==> config.mk <==
export PLATFORM = sky130hd
export DESIGN_NAME = axis_stream_rr_arbiter
export DESIGN_NICKNAME = d
export VERILOG_FILES = /design/src/rtl/axis_arb_pkg.sv /design/src/rtl/axis_out_reg.sv /design/src/rtl/axis_stream_rr_arbiter.sv
export SDC_FILE = /design/constraint.sdc
export NUM_CORES = 1
export LEC_CHECK = 0
export ABC_AREA = 0
export CAP_MARGIN = 40
export CORE_ASPECT_RATIO = 1.5
export CORE_UTILIZATION = 44
export CTS_BUF_LIST = sky130_fd_sc_hd__clkbuf_4
export CTS_CLUSTER_DIAMETER = 30
export CTS_CLUSTER_SIZE = 12
export DETAILED_ROUTE_END_ITERATION = 8
export PLACE_DENSITY_LB_ADDON = 0.08
export SETUP_SLACK_MARGIN = 0.1
export SYNTH_ARGS = -nofsm -noshare
export SYNTH_HDL_FRONTEND = slang
export SYNTH_HIERARCHICAL = 1
export SYNTH_SLANG_ARGS = --single-unit
==> constraint.sdc <==
create_clock -name m00_axis_aclk -period 5.07 [get_ports m00_axis_aclk]
set_input_delay 0.507 -clock m00_axis_aclk [delete_from_list [all_inputs] [get_ports m00_axis_aclk]]
set_output_delay 0.507 -clock m00_axis_aclk [all_outputs]
set_load 0.1 [all_outputs]
==> src/rtl/axis_arb_pkg.sv <==
// rtl/axis_arb_pkg.sv - shared types, constants and round-robin pick helper for the stream arbiter
package axis_arb_pkg;

    typedef enum logic {
        IDLE = 1'b0,
        XFER = 1'b1
    } arb_state_t;

    localparam int AXIS_DATA_W = 32;
    localparam int AXIS_STRB_W = 4;

    // Returns {found, index}: first set request searching last+1, last+2, ... modulo num.
    // Requests are zero-extended to 8 bits so one helper serves every source count.
    function automatic logic [3:0] rr_pick(input logic [7:0] req,
                                           input logic [2:0] last,
                                           input int         num);
        logic [3:0] res;
        int         cand;
        res = '0;
        for (int k = 1; k <= 8; k++) begin
            if (k <= num && !res[3]) begin
                cand = (int'(last) + k) % num;
                if (req[3'(cand)]) begin
                    res = {1'b1, 3'(cand)};
                end
            end
        end
        return res;
    endfunction

endpackage

==> src/rtl/axis_out_reg.sv <==
// rtl/axis_out_reg.sv - single-stage AXI-stream output register with slot_free back-pressure
module axis_out_reg
    import axis_arb_pkg::*;
#(
    parameter int DATA_W = AXIS_DATA_W,
    parameter int STRB_W = AXIS_STRB_W
) (
    input  logic              clk,
    input  logic              rst_n,
    input  logic              in_valid,
    input  logic [DATA_W-1:0] in_data,
    input  logic [STRB_W-1:0] in_strb,
    input  logic              in_last,
    output logic              slot_free,
    output logic [DATA_W-1:0] m00_axis_tdata,
    output logic [STRB_W-1:0] m00_axis_tstrb,
    output logic              m00_axis_tlast,
    output logic              m00_axis_tvalid,
    input  logic              m00_axis_tready
);

    // The slot can take a new beat when empty or when its current beat leaves this cycle.
    assign slot_free = !m00_axis_tvalid || m00_axis_tready;

    // Load a new beat, or retire the held one; payload only changes on a load so it stays stable while stalled.
    always_ff @(posedge clk or negedge rst_n) begin
        if (!rst_n) begin
            m00_axis_tvalid <= 1'b0;
            m00_axis_tdata  <= '0;
            m00_axis_tstrb  <= '0;
            m00_axis_tlast  <= 1'b0;
        end else if (in_valid) begin
            m00_axis_tvalid <= 1'b1;
            m00_axis_tdata  <= in_data;
            m00_axis_tstrb  <= in_strb;
            m00_axis_tlast  <= in_last;
        end else if (m00_axis_tvalid && m00_axis_tready) begin
            m00_axis_tvalid <= 1'b0;
        end
    end

endmodule

==> src/rtl/axis_stream_rr_arbiter.sv <==
// rtl/axis_stream_rr_arbiter.sv - packet-granular round-robin arbiter of NUM_SRC streams onto one master port
module axis_stream_rr_arbiter
    import axis_arb_pkg::*;
#(
    parameter int NUM_SRC   = 4,
    parameter int DATA_W    = AXIS_DATA_W,
    parameter int MAX_BEATS = 1024
) (
    input  logic                        m00_axis_aclk,
    input  logic                        m00_axis_aresetn,
    input  logic [NUM_SRC*DATA_W-1:0]   s_axis_tdata,
    input  logic [NUM_SRC*DATA_W/8-1:0] s_axis_tstrb,
    input  logic [NUM_SRC-1:0]          s_axis_tlast,
    input  logic [NUM_SRC-1:0]          s_axis_tvalid,
    output logic [NUM_SRC-1:0]          s_axis_tready,
    output logic [DATA_W-1:0]           m00_axis_tdata,
    output logic [DATA_W/8-1:0]         m00_axis_tstrb,
    output logic                        m00_axis_tlast,
    output logic                        m00_axis_tvalid,
    input  logic                        m00_axis_tready,
    output logic [2:0]                  grant_id,
    output logic                        busy,
    output logic [15:0]                 pkt_cnt,
    output logic                        ovf_err
);

    localparam int STRB_W = DATA_W / 8;
    localparam int CNT_W  = $clog2(MAX_BEATS + 1);
    localparam logic [CNT_W-1:0] MAX_C  = CNT_W'(MAX_BEATS);
    localparam logic [CNT_W-1:0] MAX_M1 = CNT_W'(MAX_BEATS - 1);

    arb_state_t       state, state_nxt;
    logic [2:0]       last_grant, last_grant_nxt;
    logic [2:0]       grant_q, grant_nxt;
    logic [CNT_W-1:0] beat_cnt, beat_cnt_nxt;
    logic [15:0]      pkt_cnt_q, pkt_cnt_nxt;
    logic             ovf_q, ovf_nxt;

    logic [7:0]        req_ext;
    logic [3:0]        pick;
    logic              slot_free;
    logic              accept;
    logic              sel_valid;
    logic              sel_last;
    logic [DATA_W-1:0] sel_data;
    logic [STRB_W-1:0] sel_strb;

    // Arbiter state register; reset leaves last_grant at the top index so source 0 wins first.
    always_ff @(posedge m00_axis_aclk or negedge m00_axis_aresetn) begin
        if (!m00_axis_aresetn) begin
            state      <= IDLE;
            last_grant <= 3'(NUM_SRC - 1);
            grant_q    <= 3'd0;
            beat_cnt   <= '0;
            pkt_cnt_q  <= 16'd0;
            ovf_q      <= 1'b0;
        end else begin
            state      <= state_nxt;
            last_grant <= last_grant_nxt;
            grant_q    <= grant_nxt;
            beat_cnt   <= beat_cnt_nxt;
            pkt_cnt_q  <= pkt_cnt_nxt;
            ovf_q      <= ovf_nxt;
        end
    end

    // Next-state, source select and ready generation; the granted source is locked until its tlast beat.
    always_comb begin
        state_nxt      = state;
        last_grant_nxt = last_grant;
        grant_nxt      = grant_q;
        beat_cnt_nxt   = beat_cnt;
        pkt_cnt_nxt    = pkt_cnt_q;
        ovf_nxt        = ovf_q;
        s_axis_tready  = '0;
        accept         = 1'b0;
        sel_valid      = 1'b0;
        sel_last       = 1'b0;
        sel_data       = '0;
        sel_strb       = '0;

        req_ext                = '0;
        req_ext[NUM_SRC-1:0]   = s_axis_tvalid;
        pick                   = rr_pick(req_ext, last_grant, NUM_SRC);

        for (int i = 0; i < NUM_SRC; i++) begin
            if (grant_q == 3'(i)) begin
                sel_valid = s_axis_tvalid[i];
                sel_last  = s_axis_tlast[i];
                sel_data  = s_axis_tdata[i*DATA_W +: DATA_W];
                sel_strb  = s_axis_tstrb[i*STRB_W +: STRB_W];
            end
        end

        case (state)
            IDLE: begin
                if (pick[3]) begin
                    grant_nxt      = pick[2:0];
                    last_grant_nxt = pick[2:0];
                    state_nxt      = XFER;
                end
            end
            XFER: begin
                for (int i = 0; i < NUM_SRC; i++) begin
                    s_axis_tready[i] = slot_free && (grant_q == 3'(i));
                end
                accept = sel_valid && slot_free;
                if (accept) begin
                    if (sel_last) begin
                        state_nxt    = IDLE;
                        beat_cnt_nxt = '0;
                        pkt_cnt_nxt  = pkt_cnt_q + 16'd1;
                    end else begin
                        if (beat_cnt < MAX_C) begin
                            beat_cnt_nxt = beat_cnt + 1'b1;
                        end
                        if (beat_cnt >= MAX_M1) begin
                            ovf_nxt = 1'b1;
                        end
                    end
                end
            end
            default: state_nxt = IDLE;
        endcase
    end

    axis_out_reg #(
        .DATA_W (DATA_W),
        .STRB_W (STRB_W)
    ) u_out_reg (
        .clk             (m00_axis_aclk),
        .rst_n           (m00_axis_aresetn),
        .in_valid        (accept),
        .in_data         (sel_data),
        .in_strb         (sel_strb),
        .in_last         (sel_last),
        .slot_free       (slot_free),
        .m00_axis_tdata  (m00_axis_tdata),
        .m00_axis_tstrb  (m00_axis_tstrb),
        .m00_axis_tlast  (m00_axis_tlast),
        .m00_axis_tvalid (m00_axis_tvalid),
        .m00_axis_tready (m00_axis_tready)
    );

    assign grant_id = grant_q;
    assign busy     = (state == XFER);
    assign pkt_cnt  = pkt_cnt_q;
    assign ovf_err  = ovf_q;

endmodule

==> results_dict.tcl, run 1 <==
set metrics [dict create \
    dieWidth_microns 81.0 \
    final_antenna_net_count 0 \
    relSlewSlack 0.451 \
    p_comb_frac 0.760 \
    vdd_ir_drop_max_mv 0.788 \
    power_density_nw_per_um2 753 \
    place.gp.congestion 0.906 \
    synth_top_area_cell "dfrtp_1" \
    seqPwrFrac 0.164 \
    outcome "finished clean" \
    hold_path.class "primary input to asynchronous set/reset pin" \
    std_cell_rows 42 \
    layout_commonest_cell "clkdlybuf4s50_1" \
    tightest_slew_ns 0.822 \
    critPathCaptureType "register" \
    finalClockSkew_ns 0.0170 \
    pin_count 218 \
    synth_area_leaders "dfrtp_1 42%, mux4_2 20%, mux2_4 7.3%" \
    crit_family "buffers and inverters" \
    fin_cells 696 \
    post-route-period-util 0.581 \
    cts.clk_slew.worst_paths_ns 0.12 \
    cts.sinks 71 \
    cts_resized 0 \
    netSwitchingPower_w 0.00289 \
    synth_edf_count 0 \
    grt_max_degree 60 \
    wl_microns 16000 \
    synth_nets 462 \
    htree_levels 3 \
    grt_pass1_wl_microns 24700 \
    via_count 3983 \
    yosysWarnings 6 \
    rsz0062_at_grt "no" \
    antenna_found_initial 1 \
    cts_made_buffers 9 \
    cts_tree "yes" \
    worstPathArrival_ns 3.25 \
    r2r-start "u_out_reg/m00_axis_tvalid" \
    root_buffer "clkbuf_4" \
    fin_ws_ns 2.12 \
    required_ns 5.38 \
    criticalPathCategory "primary input to register" \
    fmax_mhz 339 \
    cp-start-kind "primary input" \
    setup_viol 0 \
    p_sw_frac 0.489 \
    ys_seq_area_frac 0.431 \
    die_area_sq_um 9770 \
    internal_power_w 0.00302 \
    grt_pass1_vias 4348 \
    max_stage_delay_ns 0.68 \
    crit_buf_inv 3 \
    grt_util_all_layers 0.349 \
    synth_top_area_frac 0.419 \
    cts_setup_buffers 0 \
    p_leak_nw 3.22 \
    initial_utilization 0.459 \
    crit_fanout 35 \
    ys_types 51 \
    grt-ovfl-total 0 \
    drc_errors 0 \
    drt_first_pass_iters 4 \
    setup_tns_ns 0 \
    crit_chain "clkdlybuf4s50_1 > nand2b_1 > nand3_1 > o22a_1 > inv_2 > buf_4 > mux2_2" \
    fin_nets 738 \
    cts_hold_buf 0 \
    clkPwrFrac 0.075 \
    dp_cells 680 \
    place_ws_ns 1.75 \
    slowest_stage "inv_2" \
    ys_seq_elements 71 \
    port_buffers 216 \
    synthFlopType "dfrtp_1" \
    dr.first_iter.drc_count 269 \
    worstSetupStartpoint "m00_axis_tready" \
    dpl.hpwl_microns 12600 \
    async_flop_share 1.00 \
    postSynthAreaPerCell_sq_um 13.5 \
    cts_buffer_depth 2 \
    hold_viol 0 \
    final_cell_mix "215 x clkdlybuf4s50_1, 68 x dfrtp_1, 37 x mux4_2" \
    clk-insertion-delay-late_ns 0.42 \
    via_per_inst 5.72 \
    routedWlPerCell_microns 23.0 \
    drv_cap 0 \
    core-area_sq_um 8990 \
    drive_gt1_frac 0.291 \
    syn-cell-area_sq_um 4120 \
    area_delta_synth_final_pct 90.3 \
    maxSlewViolCount 0 \
    synthCells 305 \
    dieHeight_microns 121 \
    post-route-min-period_ns 2.95 \
]
path summary, 6_finish.rpt:
check / slack [ns] / depth (start not counted) / end
worst min register to register: 0.49 / 1 / beat_cnt[9]
worst max-delay path: 2.12 / 7 / u_out_reg/m00_axis_tdata[3]
worst max register to register: 2.25 / 6 / u_out_reg/m00_axis_tdata[3]
min in group m00_axis_aclk: 0.49 / 1 / beat_cnt[9]
max in group asynchronous: 4.50 / 3 / pkt_cnt[15]
worst min-delay path: 0.02 / 2 / u_out_reg/m00_axis_tvalid
registers in the layout, indices dropped and copies added (netlist names):
name,count
u_out_reg/m00_axis_tlast,1
grant_id,2
u_out_reg/m00_axis_tvalid,1
busy,1
beat_cnt,11
pkt_cnt,16
last_grant,2
u_out_reg/m00_axis_tstrb,4
u_out_reg/m00_axis_tdata,32
ovf_err,1
final cells by class:
cell class / instances / area [sq um]
timing repair buffer: 283 / 3520
multi-input combinational: 203 / 2180
sequential: 71 / 1780
fill: 382 / 1140
tap: 110 / 138
clock inverter: 6 / 110
clock buffer: 9 / 67.6
inverter: 13 / 51.3
antenna: 1 / 2.50
layer usage:
layer	global-route usage	vias up	wire, microns
li1	-	1733	-
met1	0.380	1955	5420
met2	0.595	221	8330
met3	0.0823	74	1220
met4	0.219	0	1030
met5	0	-	0
Yosys cell counts, types with 2 or more instances:
library cell  instances
a21oi_1               8
and4b_1               2
buf_4                 2
dfstp_2               2
nand2b_1              3
mux4_2               37
and2_1                3
dfrtp_1              69
xnor2_1              12
nor4_1                3
o21ai_0              11
xor2_1                3
inv_1                11
buf_6                 4
o31ai_1               4
and3_1                2
and4_1                2
nor2_1               10
nand4_1              11
mux2i_1               3
nand3_1              13
nor3_1                4
a21o_1                3
a221oi_1              2
mux2_2               19
ha_1                  2
buf_1                 2
nand2_1               8
mux2_4               20
buf_2                 9
stage by stage:
| step | hold WS, ns | instance area, sq um | utilization | total power [W] |
|---|---|---|---|---|
| floorplan | 0.211 | 4120 | - | 0.00356 |
| global placement | 0.457 | 6330 | 0.705 | 0.00431 |
| detailed placement | 0.464 | 7670 | 0.853 | 0.00545 |
| CTS | 0.0205 | 7850 | 0.873 | 0.00592 |
| global route | 0.0227 | 7850 | 0.873 | 0.00610 |
| finish | 0.0237 | 7850 | 0.873 | 0.00591 |
power by group through the flow:
stage,combinational (W),clock (W),sequential [W]
after floorplan,0.00125,0,0.00231
after global routing,0.00462,0.000473,0.000999
final,0.00449,0.000445,0.000970
after global placement,0.00336,0,0.000957
after detailed placement,0.00448,0,0.000976
after CTS,0.00450,0.000449,0.000968
worst register-to-register path, cell delays in order, from the launching register on:
cell and delay [ns]:
dfrtp_1 0.43, nand2b_1 0.15, nand3_1 0.15, o22a_1 0.42, inv_2 0.68, buf_4 0.48, mux2_2 0.40
logic make-up after synthesis:
| kind of cell | count (synthesis) | synth area share |
|---|---|---|
| AND/OR/NAND/NOR | 67 | 0.0916 |
| other | 1 | 0.000909 |
| AO/OA/AOI/OAI | 39 | 0.0634 |
| multiplexers | 79 | 0.334 |
| adder cells (fa/ha/maj) | 2 | 0.00607 |
| flip-flops | 71 | 0.431 |
| buffers and inverters | 31 | 0.0407 |
| XOR/XNOR | 15 | 0.0319 |
No activity file was read; power rests on OpenSTA's default activity.
==> run 2, diff against run 1 <==
CORE_UTILIZATION = 41   (was 44)
clock period = 2.9 ns   (was 5.07 ns; I/O delays follow)
==> run 2 against run 1 <==
Against the previous run:
- the run now ends with design-rule violations left
- highest routed layer unchanged
- critical path depth decreased by 5
- clock power increased by 58%
- setup slack got worse by 1.5 ns
- final area decreased by 18%
- wire length decreased by 20%
- non-clock buffer count decreased by 60
- core utilization decreased by 22 points
- power increased by 39%
- sequential share of layout area increased by 5.1 points
- hold slack improved by 0.43 ns
- combinational power increased by 30%
- critical endpoint is now grant_id[1]
==> results_dict.tcl, run 2 (synthesized netlist as in run 1, its figures left out) <==
set metrics [dict create \
    outcome "finished, violations left" \
    violations "design-rule violations" \
    tightest_slew_ns 0.631 \
    die_area_sq_um 10500 \
    post-route-cell-area_sq_um 6400 \
    post_dp_cell_area_sq_um 6240 \
    largest_reg_flops 32 \
    cts.clk_slew.worst_paths_ns 0.11 \
    hold_path.class "primary input to asynchronous set/reset pin" \
    crit_fanout 31 \
    dieWidth_microns 83.9 \
    cp-start-kind "register" \
    cts_made_buffers 9 \
    clk-insertion-delay-late_ns 0.42 \
    std_cell_rows 44 \
    maxSlewViolCount 0 \
    fin_util 0.657 \
    port_buffers 216 \
    grt-ovfl-total 0 \
    dr.first_iter.drc_count 180 \
    core-area_sq_um 9740 \
    antenna_found_initial 0 \
    grt_pass1_vias 3686 \
    place.gp.congestion 0.817 \
    final_cell_mix "153 x clkdlybuf4s50_1, 68 x dfrtp_1, 65 x buf_4" \
    fmax_mhz 438 \
    top_register "u_out_reg/m00_axis_tdata" \
    drt_first_pass_iters 6 \
    htree_levels 3 \
    via_per_inst 5.49 \
    grt_max_degree 47 \
    cts_resized 0 \
    worstPathArrival_ns 1.99 \
    r2r_end "pkt_cnt[1]" \
    initial_utilization 0.423 \
    criticalPathCategory "register to output port" \
    cts_tree "yes" \
    fin_cells 641 \
    finalClockSkew_ns 0.00465 \
    dpl.hpwl_microns 9790 \
    dieHeight_microns 125 \
    power_density_nw_per_um2 1280 \
    post-route-min-period_ns 2.28 \
    fin_nets 678 \
    post-route-period-util 0.787 \
    r2r-start "grant_id[1]" \
    pin_count 218 \
    final_antenna_net_count 0 \
    layout_commonest_cell "clkdlybuf4s50_1" \
    drv_cap 0 \
    grt_pass1_wl_microns 20500 \
    drive_gt1_frac 0.323 \
    setup_viol 0 \
    rsz0062_at_grt "no" \
    area_delta_synth_final_pct 55.2 \
    grt_util_all_layers 0.256 \
    reg2reg_slack_ns 0.72 \
    vdd_ir_drop_max_mv 0.917 \
    hold_viol 0 \
    relSlewSlack 0.579 \
    dp_cells 624 \
    cts_buffer_depth 2 \
    p_leak_nw 2.69 \
    wl_microns 12700 \
    routedWlPerCell_microns 19.9 \
    setup_tns_ns 0 \
    critPathCaptureType "output port" \
    required_ns 2.61 \
    drc_errors 44 \
    via_count 3520 \
    cts.sinks 71 \
    antenna_cells 0 \
    root_buffer "clkbuf_4" \
    reg2reg_depth 4 \
]
-- run 2: changes by cell type in the layout (fill, tap and decap cells not counted), moves of 2 or more --
cell             delta
buf_8              -32
clkinv_1            +2
buf_16             -31
clkbuf_4            +2
clkinvlp_4          -2
clkdlybuf4s50_1    -62
buf_12              +3
buf_4              +61
-- run 2: final cells by class --
class                   count  area [sq um]
inverters                  13          51.3
fillers                   776          3340
repair buffers            223          2090
clock inverters             5          72.6
well taps                 115           144
multi-input cells         203          2180
flip-flops and latches     71          1780
clock buffers              11          82.6
-- run 2: metal layers --
metal,GRT usage,vias to the layer above,wire length [microns]
li1,-,1603,-
met1,0.298,1753,4690
met2,0.450,150,6820
met3,0.0596,14,976
met4,0.101,0,241
met5,0,-,0
-- run 2: how the worst max path moves through the flow --
stage	from	endpoint	depth (start not counted)
after floorplan	grant_id[0]	s_axis_tready[1]	4
after global routing	grant_id[1]	grant_id[1]	2
after detailed placement	m00_axis_tready	beat_cnt[0]	8
final	grant_id[1]	grant_id[1]	2
after global placement	m00_axis_tready	beat_cnt[0]	8
after CTS	grant_id[1]	grant_id[1]	2
-- run 2: worst max-delay path, stage by stage, from the launching register on --
cell     delay (ns)
dfrtp_1        0.68
buf_4          0.48
buf_4          0.38
-- run 2: through the flow --
step                hold WS [ns]  total power [W]  worst slack (ns)
global route               0.479          0.00857             0.497
global placement           0.349          0.00752             0.712
floorplan               -0.00559          0.00623            -0.123
CTS                        0.427          0.00829             0.553
detailed placement         0.350          0.00757             0.677
finish                     0.457          0.00822             0.618
-- run 2: timing repair --
| action | 4_1_cts | 5_1_grt |
|---|---|---|
| hold buffers | 1 | 0 |
| hold endpoints to repair | 23 | 0 |
| setup endpoints to repair | 0 | 0 |
| setup buffers | 0 | 0 |
-- run 2: power breakdown --
group	switching, W	internal (W)
Combinational	0.00392	0.00190
Clock	0.000340	0.000363
Sequential	0.000311	0.00138
